===== config.mk =====
export PLATFORM = sky130hd
export DESIGN_NAME = trap_csr_sequencer
export DESIGN_NICKNAME = d
export VERILOG_FILES = /design/src/rtl/trap_csr_sequencer.sv
export SDC_FILE = /design/constraint.sdc
export NUM_CORES = 1
export LEC_CHECK = 0
export CAP_MARGIN = 20
export CORE_AREA = 2 2 126 128
export DETAILED_ROUTE_END_ITERATION = 6
export DIE_AREA = 0 0 128 130
export PLACE_DENSITY_LB_ADDON = 0.12
export SETUP_SLACK_MARGIN = 0.15
export SYNTH_ARGS = -nofsm -noshare
export SYNTH_HDL_FRONTEND = slang
export SYNTH_SLANG_ARGS = --single-unit

===== constraint.sdc =====
create_clock -name clk -period 2 [get_ports clk]
set_clock_uncertainty 0.1 [all_clocks]
set_input_delay 0.3 -clock clk [delete_from_list [all_inputs] [get_ports clk]]
set_output_delay 0.3 -clock clk [all_outputs]
set_load 0.02 [all_outputs]

===== src/rtl/trap_csr_sequencer.sv =====
// trap_csr_sequencer: turns exceptions, interrupts and mret into ordered CSR writes plus a PC redirect
// Ports: clk/rst (async, active-high); i_exc_* exception event; i_irq_ext level interrupt;
// i_mret_valid mret retiring; i_mstatus/i_mie live CSRs; i_csr_rdata CSR read data;
// i_p_* pipeline CSR access (passed through when idle); o_csr_* CSR file port;
// o_stall pipeline freeze; o_redirect/o_redirect_pc one-cycle PC redirect.
module trap_csr_sequencer #(
    parameter logic [11:0] A_MSTATUS = 12'h300,
    parameter logic [11:0] A_MTVEC   = 12'h305,
    parameter logic [11:0] A_MEPC    = 12'h341,
    parameter logic [11:0] A_MCAUSE  = 12'h342,
    parameter logic [11:0] A_MTVAL   = 12'h343
) (
    input  logic        clk,
    input  logic        rst,
    input  logic        i_exc_valid,
    input  logic [3:0]  i_exc_code,
    input  logic [31:0] i_exc_tval,
    input  logic [31:0] i_exc_pc,
    input  logic        i_irq_ext,
    input  logic        i_mret_valid,
    input  logic [31:0] i_mstatus,
    input  logic [31:0] i_mie,
    input  logic [31:0] i_csr_rdata,
    input  logic [11:0] i_p_raddr,
    input  logic [11:0] i_p_waddr,
    input  logic [31:0] i_p_wdata,
    input  logic        i_p_csr_w,
    input  logic [1:0]  i_p_wsc_mode,
    output logic [11:0] o_csr_raddr,
    output logic [11:0] o_csr_waddr,
    output logic [31:0] o_csr_wdata,
    output logic        o_csr_w,
    output logic [1:0]  o_csr_wsc_mode,
    output logic        o_stall,
    output logic        o_redirect,
    output logic [31:0] o_redirect_pc
);
    typedef enum logic [2:0] {IDLE, W_EPC, W_CAUSE, W_TVAL, W_STAT, JMP_TVEC, R_STAT, JMP_EPC} state_t;
    state_t r_state, w_next;
    logic [31:0] r_pc, r_cause, r_tval;
    logic w_irq, w_trap, w_accept;
    assign w_irq    = i_irq_ext & i_mstatus[3] & i_mie[11];
    assign w_trap   = i_exc_valid | w_irq;
    assign w_accept = (r_state == IDLE) & (w_trap | i_mret_valid);
    always_comb begin
        w_next         = r_state;
        o_csr_raddr    = '0;
        o_csr_waddr    = '0;
        o_csr_wdata    = '0;
        o_csr_w        = 1'b0;
        o_csr_wsc_mode = 2'b01;
        o_stall        = 1'b1;
        o_redirect     = 1'b0;
        o_redirect_pc  = '0;
        case (r_state)
            IDLE: begin
                o_csr_raddr    = i_p_raddr;
                o_csr_waddr    = i_p_waddr;
                o_csr_wdata    = i_p_wdata;
                o_csr_w        = i_p_csr_w & ~w_accept;
                o_csr_wsc_mode = i_p_wsc_mode;
                o_stall        = w_accept;
                w_next         = w_trap ? W_EPC : i_mret_valid ? R_STAT : IDLE;
            end
            W_EPC: begin
                o_csr_waddr = A_MEPC;
                o_csr_wdata = {r_pc[31:2], 2'b00};
                o_csr_w     = 1'b1;
                w_next      = W_CAUSE;
            end
            W_CAUSE: begin
                o_csr_waddr = A_MCAUSE;
                o_csr_wdata = r_cause;
                o_csr_w     = 1'b1;
                w_next      = W_TVAL;
            end
            W_TVAL: begin
                o_csr_waddr = A_MTVAL;
                o_csr_wdata = r_tval;
                o_csr_w     = 1'b1;
                w_next      = W_STAT;
            end
            W_STAT: begin
                // MPIE <= MIE, MIE <= 0
                o_csr_waddr = A_MSTATUS;
                o_csr_wdata = (i_mstatus & ~32'h88) | {24'h0, i_mstatus[3], 7'h0};
                o_csr_w     = 1'b1;
                w_next      = JMP_TVEC;
            end
            JMP_TVEC: begin
                o_csr_raddr   = A_MTVEC;
                o_redirect    = 1'b1;
                o_redirect_pc = {i_csr_rdata[31:2], 2'b00};
                w_next        = IDLE;
            end
            R_STAT: begin
                // MIE <= MPIE, MPIE <= 1
                o_csr_waddr = A_MSTATUS;
                o_csr_wdata = (i_mstatus & ~32'h8) | {28'h0, i_mstatus[7], 3'h0} | 32'h80;
                o_csr_w     = 1'b1;
                w_next      = JMP_EPC;
            end
            JMP_EPC: begin
                o_csr_raddr   = A_MEPC;
                o_redirect    = 1'b1;
                o_redirect_pc = i_csr_rdata;
                w_next        = IDLE;
            end
            default: w_next = IDLE;
        endcase
    end
    always_ff @(posedge clk or posedge rst) begin
        if (rst) begin
            r_state <= IDLE;
            r_pc    <= '0;
            r_cause <= '0;
            r_tval  <= '0;
        end else begin
            r_state <= w_next;
            if (r_state == IDLE && w_trap) begin
                r_pc    <= i_exc_pc;
                r_cause <= i_exc_valid ? {28'h0, i_exc_code} : 32'h8000_000B;
                r_tval  <= i_exc_valid ? i_exc_tval : 32'h0;
            end
        end
    end
endmodule


==> load_flow_metrics.sql, run 1 <==
INSERT INTO impl_metrics (metric_group, metric, value, unit) VALUES
('critical_path', 'critical_path_peak_fanout', '6', ''),
('synthesis', 'yosys_register_bits', '70', ''),
('cts', 'cts-root-to-sink-buffers', '2', ''),
('die', 'start_util', '0.2573', ''),
('critical_path', 'endpoint_kind', 'output port', ''),
('timing', 'rsz0062_at_grt', 'true', ''),
('worst_hold_path', 'worst_hold_path_type', 'in2async', ''),
('critical_path', 'critical_path.slowest_cell', 'dfrtp_2', ''),
('timing', 'clock.fmax', '468.5', 'MHz'),
('outcome', 'outcome', 'finished with violations', ''),
('power', 'vdd_ir_drop_max', '0.7429', 'mV'),
('timing', 'finalWorstSetupSlack', '-0.1344', 'ns'),
('synthesis', 'leading_area_contributor_after_synthesis', 'dfrtp_1', ''),
('cts', 'cts_made_buffers', '9', ''),
('power', 'power.static_leakage', '0.004141', 'uW'),
('drt', 'viasPerCell', '5.014', ''),
('critical_path', 'startpoint_type', 'register', ''),
('cts', 'clock-root-buffer', 'clkbuf_16', ''),
('finish', 'layoutNonFillerInstCount', '935', ''),
('synthesis', 'yosys_warnings', '0', ''),
('synthesis', 'post_synth.cell_area_avg', '10.56', 'sq um'),
('drt', 'drc', '0', ''),
('power', 'power_per_cell_area', '1631', 'nW/um^2'),
('synthesis', 'synth_sequential_area_ratio', '0.4414', ''),
('die', 'row_count', '46', ''),
('drt', 'postRouteWirelength', '20100', 'um'),
('grt', 'antenna_found_initial', '0', ''),
('finish', 'number_of_antenna_cells_inserted', '0', ''),
('placement', 'place_inst', '855', ''),
('critical_path', 'path_common_cell', 'buf_6', ''),
('cts', 'cts_hold_repair.buffers', '0', ''),
('grt', 'gr-total-overflow', '0', ''),
('die', 'die_area', '16640', 'sq um'),
('synthesis', 'synth_area_leaders', 'dfrtp_1 44%, mux2_2 9.4%, mux2i_1 8.1%', ''),
('cts', 'cts.sink_count', '70', ''),
('synthesis', 'syn-instance-count', '376', ''),
('die', 'floorplan.die.height', '130', 'um'),
('die', 'core_region_area', '15420', 'sq um'),
('finish', 'fillers', '1257', ''),
('placement', 'gp_congestion', '0.7802', ''),
('synthesis', 'syn_nets', '604', ''),
('critical_path', 'worst_ep_required_time', '1.60', 'ns'),
('grt', 'global_route.usage.total', '0.2249', ''),
('critical_path', 'ordered_list_of_cells_on_the_worst_path', 'buf_6 -> nor2_4 -> buf_4 -> clkbuf_16 -> a22oi_1 -> o22ai_2 -> buf_6', ''),
('drt', 'detail_route.wl_per_cell', '21.50', 'um'),
('placement', 'detailedPlacementHpwl', '12340', 'um'),
('critical_path', 'critical_path_type', 'reg2out', ''),
('die', 'die_width', '128', 'um'),
('finish', 'final_core_utilization', '0.6126', ''),
('timing', 'max_slew_violations', '0', ''),
('grt', 'grt_pass1_vias', '4989', ''),
('grt', 'grt_start_max_net_pins', '71', ''),
('timing', 'finalWorstPathRequiredPeriod', '2.134', 'ns'),
('finish', 'post_route_cells_drive_above_1_share', '0.4913', ''),
('cts', 'clk_pin_slew', '0.06', 'ns'),
('timing', 'setup_viol_count_final', '110', ''),
('critical_path', 'worst-endpoint-arrival', '1.73', 'ns'),
('synthesis', 'netlist_area', '3969', 'sq um'),
('run', 'maxCapViolations', '0', ''),
('finish', 'area_delta_synth_final', '138.1', '%'),
('drt', 'route.vias.total', '4688', ''),
('critical_path', 'critical_path.max_stage_delay', '0.47', 'ns'),
('drt', 'detail_route.first_pass.iterations', '4', ''),
('cts', 'tritoncts_clock_tree', 'done', ''),
('synthesis', 'yosys.area.top_type_share', '0.4414', ''),
('grt', 'grt_first_pass_wirelength', '28500', 'um'),
('cts', 'clock_tree.htree_level_count', '3', ''),
('timing', 'timing.max_slew.rel_slack', '0.7350', ''),
('outcome', 'violations', 'negative setup slack', ''),
('drt', 'final_antenna_net_count', '0', ''),
('drt', 'first_iter_violations', '182', ''),
('timing', 'post-route-period-util', '1.067', ''),
('timing', 'finalHoldViolCount', '0', ''),
('timing', 'worst_pin_slew', '0.3975', 'ns'),
('synthesis', 'yosysUniqueCellTypes', '35', ''),
('cts', 'clk-insertion-delay-late', '0.33', 'ns'),
('placement', 'buffer_ports.inserted', '287', ''),
('finish', 'fin_nets', '967', ''),
('die', 'boundaryPins', '321', '');
## final cells by class
class                           instances  area (sq um)  area share
Clock inverter                          6         111.4     0.01178
Sequential cell                        70          1755      0.1858
Tap cell                              192         240.2     0.02542
Timing Repair Buffer                  392          4389      0.4645
Inverter                                3         20.02    0.002119
Multi-Input combinational cell        263          2708      0.2865
Clock buffer                            9         225.2     0.02383
## synth_stat cells
library cell	count
and2_1	16
nor2_4	1
nor2b_1	2
nand2b_1	5
buf_6	4
o22a_1	3
nand3b_1	1
a32oi_1	1
o21a_1	2
nor3_2	1
a22oi_1	28
buf_1	3
nand3_1	1
nand2_1	11
o31ai_1	1
mux2_2	33
o21ai_0	5
or3_1	1
o22ai_1	28
o2bb2ai_1	1
nor3b_1	1
a21o_1	1
nor2_1	9
or3_4	1
mux2i_1	32
buf_2	9
a22o_1	33
a21oi_1	8
inv_1	3
nor3_1	2
a31o_2	1
clkbuf_1	24
dfrtp_1	70
a31oi_1	2
and3_1	32
## report_power, final
| part | internal, uW | switching [uW] | total [uW] |
|---|---|---|---|
| logic | 6160 | 4870 | 11000 |
| clock network | 1210 | 602 | 1810 |
| registers | 2110 | 457 | 2570 |
| total | 9490 | 5930 | 15400 |
## routing by layer
metal  GRT usage  routed length (um)  vias up
met5           0                   0        -
met4     0.08080                 442        0
met3     0.06232                1361       26
met2      0.3910               10230      217
met1      0.2679                8062     2287
li1            -                   -     2158
## cell families after synthesis
logic type | share of synthesized area
muxes | 0.1743
and+or+nand+nor | 0.1230
AOI/OAI and AO/OA | 0.2103
buffers and inverters | 0.05107
DFF | 0.4414
## critical path: cells and delay by family, from the launching register on
kind	cells	cell delay, ns
DFF	1	0.47
buffers and inverters	4	0.59
and+or+nand+nor	1	0.04
AOI/OAI and AO/OA	2	0.30
## through the flow
step	setup TNS (ns)	instance area (sq um)	hold slack (ns)	total power, uW	setup slack (ns)
3_5_place_dp	-11.04	7421	0.3749	10230	-0.4079
2_1_floorplan	0	4074	0.3397	6757	0.1119
6_report	-6.410	9449	0.3052	15420	-0.1344
3_3_place_gp	-9.918	7421	0.3683	10140	-0.3486
5_1_grt	-15.70	9449	0.3458	16200	-0.2167
4_1_cts	-6.470	8869	0.3310	14280	-0.1804
## cell usage in the layout, fill, tap and decap left out, types with 5 or more instances in the layout
cell type,synthesis,final
and3_4,0,32
o22ai_2,0,17
and2_4,0,16
a22oi_1,28,15
buf_12,0,14
mux2_4,0,32
nand2_2,0,5
clkdlybuf4s50_1,0,194
a22o_1,33,33
buf_4,0,51
buf_16,0,12
mux2i_1,32,29
buf_6,4,110
nor2_4,1,7
o22ai_1,28,11
a22oi_2,0,13
dfrtp_1,70,67
clkbuf_16,0,15
## registers in the layout, indices dropped and copies added, names as in the netlist
signal   count
r_pc        30
r_state      3
r_cause      5
r_tval      32
## final timing paths
kind / startpoint / end / slack, ns / depth (start not counted)
min reg2reg: r_tval[3]$_DFFE_PP0P_ / r_tval[3]$_DFFE_PP0P_ / 0.40 / 1
max: r_state[2]$_DFF_PP0_ / o_csr_wdata[8] / -0.13 / 7
max in group asynchronous: rst / r_state[2]$_DFF_PP0_ / 1.14 / 3
min in group clk: r_tval[3]$_DFFE_PP0P_ / r_tval[3]$_DFFE_PP0P_ / 0.40 / 1
min: rst / r_pc[10]$_DFFE_PP0P_ / 0.31 / 3
max reg2reg: r_state[1]$_DFF_PP0_ / r_pc[18]$_DFFE_PP0P_ / -0.08 / 8
## timing repair
| action | CTS | global route |
|---|---|---|
| cloned | 14 | 7 |
| pin swaps | 29 | 72 |
| endpoints found under the setup margin | 156 | 160 |
| gates resized for setup | 668 | 79 |
| setup buffers | 28 | 18 |
Note: power is estimated with default switching activity, not from simulation.
==> run 2, diff against run 1 <==
--- a/config.mk
+++ b/config.mk
@@ -9,6 +9,7 @@
 export CORE_AREA = 2 2 126 128
 export DETAILED_ROUTE_END_ITERATION = 6
 export DIE_AREA = 0 0 128 130
+export HOLD_SLACK_MARGIN = 0.02
 export PLACE_DENSITY_LB_ADDON = 0.12
 export SETUP_SLACK_MARGIN = 0.15
 export SYNTH_ARGS = -nofsm -noshare
==> results of run 2 <==
Final layout, timing and power as in run 1 (identical DEF).
==> run 3, diff against run 2 <==
--- a/config.mk
+++ b/config.mk
@@ -9,6 +9,7 @@
 export CORE_AREA = 2 2 126 128
 export DETAILED_ROUTE_END_ITERATION = 6
 export DIE_AREA = 0 0 128 130
+export GPL_TIMING_DRIVEN = 0
 export HOLD_SLACK_MARGIN = 0.02
 export PLACE_DENSITY_LB_ADDON = 0.12
 export SETUP_SLACK_MARGIN = 0.15
==> run 3 against run 2 <==
  * The run still ends with negative setup slack left
  * Register-to-register slack got worse by 0.09 ns
  * Critical endpoint is now r_pc[4]$_DFFE_PP0P_
  * Hold slack improved by 0.029 ns
  * Clock power fell by 6%
  * Highest routed layer unchanged
  * Routed wire length fell by 1.0%
  * Maximum frequency fell by 1.5%
  * Via count fell by 2.3%
  * Sequential power fell by 3%
==> load_flow_metrics.sql, run 3 (synthesis results as in run 1) <==
INSERT INTO impl_metrics (metric_group, metric, value, unit) VALUES
('cts', 'cts_made_buffers', '9', ''),
('grt', 'grtUsageMet2', '0.4080', ''),
('timing', 'clock.fmax', '461.3', 'MHz'),
('grt', 'grt_util_met1', '0.2445', ''),
('grt', 'grt_pass1_vias', '4607', ''),
('grt', 'gr-usage-met3', '0.05617', ''),
('timing', 'post-route-period-util', '1.084', ''),
('finish', 'most-common-layout-cells', '194 x clkdlybuf4s50_1, 72 x buf_6, 70 x dfrtp_1, 41 x buf_4, 33 x a22o_1', ''),
('finish', 'post_route_cells_drive_above_1_share', '0.4467', ''),
('drt', 'route.vias.total', '4578', ''),
('grt', 'gr-total-overflow', '0', ''),
('placement', 'post_dp_cell_area', '7207', 'sq um'),
('drt', 'detail_route.wl_per_cell', '21.75', 'um'),
('placement', 'buffer_ports.inserted', '287', ''),
('placement', 'gp_congestion', '0.8079', ''),
('cts', 'cts-root-to-sink-buffers', '2', ''),
('critical_path', 'critical_path_type', 'reg2reg', ''),
('critical_path', 'endpoint_kind', 'register', ''),
('die', 'floorplan.die.height', '130', 'um'),
('outcome', 'outcome', 'finished with violations', ''),
('die', 'boundaryPins', '321', ''),
('die', 'die_area', '16640', 'sq um'),
('die', 'die_width', '128', 'um'),
('die', 'row_count', '46', ''),
('critical_path', 'worst-endpoint-arrival', '2.29', 'ns'),
('timing', 'timing.max_slew.rel_slack', '0.4965', ''),
('finish', 'total_non_filler_cell_area_in_the_finished_layout', '8889', 'sq um'),
('cts', 'clk_pin_slew', '0.06', 'ns'),
('cts', 'tritoncts_clock_tree', 'done', ''),
('finish', 'mostFrequentLayoutCell', 'clkdlybuf4s50_1', ''),
('finish', 'number_of_antenna_cells_inserted', '0', ''),
('grt', 'antenna_found_initial', '0', ''),
('timing', 'setup_viol_count_final', '88', ''),
('power', 'vdd_ir_drop_max', '0.8864', 'mV'),
('run', 'maxCapViolations', '0', ''),
('drt', 'final_antenna_net_count', '0', ''),
('power', 'power.static_leakage', '0.003918', 'uW'),
('drt', 'postRouteWirelength', '19900', 'um'),
('grt', 'grt_first_pass_wirelength', '26960', 'um'),
('timing', 'worst_pin_slew', '0.7537', 'ns'),
('timing', 'finalHoldViolCount', '0', ''),
('cts', 'cts_hold_repair.buffers', '0', ''),
('die', 'core_region_area', '15420', 'sq um'),
('die', 'start_util', '0.2573', ''),
('cts', 'clk-insertion-delay-late', '0.33', 'ns'),
('cts', 'clock_tree.htree_level_count', '3', ''),
('drt', 'detail_route.first_pass.iterations', '4', ''),
('power', 'fin_total_pwr', '14380', 'uW'),
('critical_path', 'startpoint_type', 'register', ''),
('placement', 'dpl_worst_slack', '-0.8271', 'ns'),
('worst_hold_path', 'worst_hold_path_type', 'in2async', ''),
('placement', 'detailedPlacementHpwl', '14150', 'um'),
('timing', 'max_slew_violations', '0', ''),
('drt', 'first_iter_violations', '167', ''),
('critical_path', 'worst_ep_required_time', '2.12', 'ns'),
('timing', 'finalWorstPathRequiredPeriod', '2.168', 'ns'),
('drt', 'drc', '0', ''),
('drt', 'viasPerCell', '5.003', ''),
('finish', 'max_flop_register', 'r_tval', ''),
('timing', 'rsz0062_at_grt', 'true', ''),
('finish', 'largestRegisters', 'r_tval x32, r_pc x30, r_cause x5', ''),
('cts', 'clock-root-buffer', 'clkbuf_16', ''),
('grt', 'grt-busiest-layer', 'met2', ''),
('power', 'power_per_cell_area', '1617', 'nW/um^2'),
('cts', 'cts.sink_count', '70', ''),
('grt', 'global_route.usage.total', '0.2193', ''),
('finish', 'number_of_flip_flops_under_the_largest_register_name', '32', ''),
('finish', 'final_core_utilization', '0.5762', ''),
('critical_path', 'critical_path_peak_fanout', '9', ''),
('grt', 'grt_start_max_net_pins', '41', ''),
('finish', 'area_delta_synth_final', '124.0', '%'),
('outcome', 'violations', 'negative setup slack', ''),
('finish', 'fin_nets', '947', ''),
('timing', 'finalWorstSetupSlack', '-0.1676', 'ns');
-- run 3: changes by cell type in the layout (fill, tap and decap cells not counted), moves of 12 or more --
cell | before | now
and3_4 | 32 | 11
buf_6 | 110 | 72
mux2_2 | 1 | 31
buf_2 | 1 | 17
mux2_4 | 32 | 2
a22oi_1 | 15 | 3
and3_1 | 0 | 21
a22oi_2 | 13 | 25
-- run 3: layer usage --
metal	wire length [um]	vias up	share of wire
met5	0	-	0
met4	442	0	0.022
met3	1467	22	0.074
met2	10300	207	0.52
met1	7687	2233	0.39
li1	-	2116	-
-- run 3: area by class of cell --
cell class | count | area, sq um
Buffer | 40 | 593.1
Clock buffer | 10 | 229.0
Clock inverter | 5 | 85.08
Fill cell | 1322 | 6536
Inverter | 3 | 22.52
Multi-Input combinational cell | 263 | 2531
Sequential cell | 70 | 1752
Tap cell | 192 | 240.2
Timing Repair Buffer | 332 | 3436
-- run 3: critical path, stage by stage (launching register included) --
cell and delay (ns):
dfrtp_1 0.39, buf_8 0.15, or3_4 0.41, buf_4 0.16, nor2_4 0.13, buf_6 0.14, bufbuf_16 0.26, mux2_2 0.32
-- run 3: report_power, final --
part / switching, uW / internal, uW
clock: 619 / 1090
combinational: 4760 / 5410
sequential: 391 / 2110
-- run 3: timing repair --
action / 4_1_cts / 5_1_grt
cloned: 8 / 6
gates resized for setup: 570 / 196
setup endpoints to repair: 153 / 157
buffers inserted: 18 / 12
pin swaps: 13 / 44
-- run 3: worst paths after layout --
path	slack [ns]	to	startpoint	cells after the start
worst min register to register	0.39	r_cause[3]$_DFFE_PP0P_	r_cause[3]$_DFFE_PP0P_	1
min in group clk	0.39	r_cause[3]$_DFFE_PP0P_	r_cause[3]$_DFFE_PP0P_	1
worst max-delay path	-0.17	r_pc[4]$_DFFE_PP0P_	r_state[1]$_DFF_PP0_	7
max in group asynchronous	0.81	r_tval[22]$_DFFE_PP0P_	rst	3
worst max register to register	-0.17	r_pc[4]$_DFFE_PP0P_	r_state[1]$_DFF_PP0_	7
worst min-delay path	0.33	r_pc[12]$_DFFE_PP0P_	rst	2
-- run 3: through the flow --
step                      hold WS, ns  std cells  setup TNS, ns
after floorplan                0.3397        376              0
after global placement         0.3693        855         -72.06
after detailed placement       0.3755        856         -68.32
after CTS                      0.3491        897         -7.861
after global routing           0.3830        915         -11.02
final                          0.3344        915         -5.795
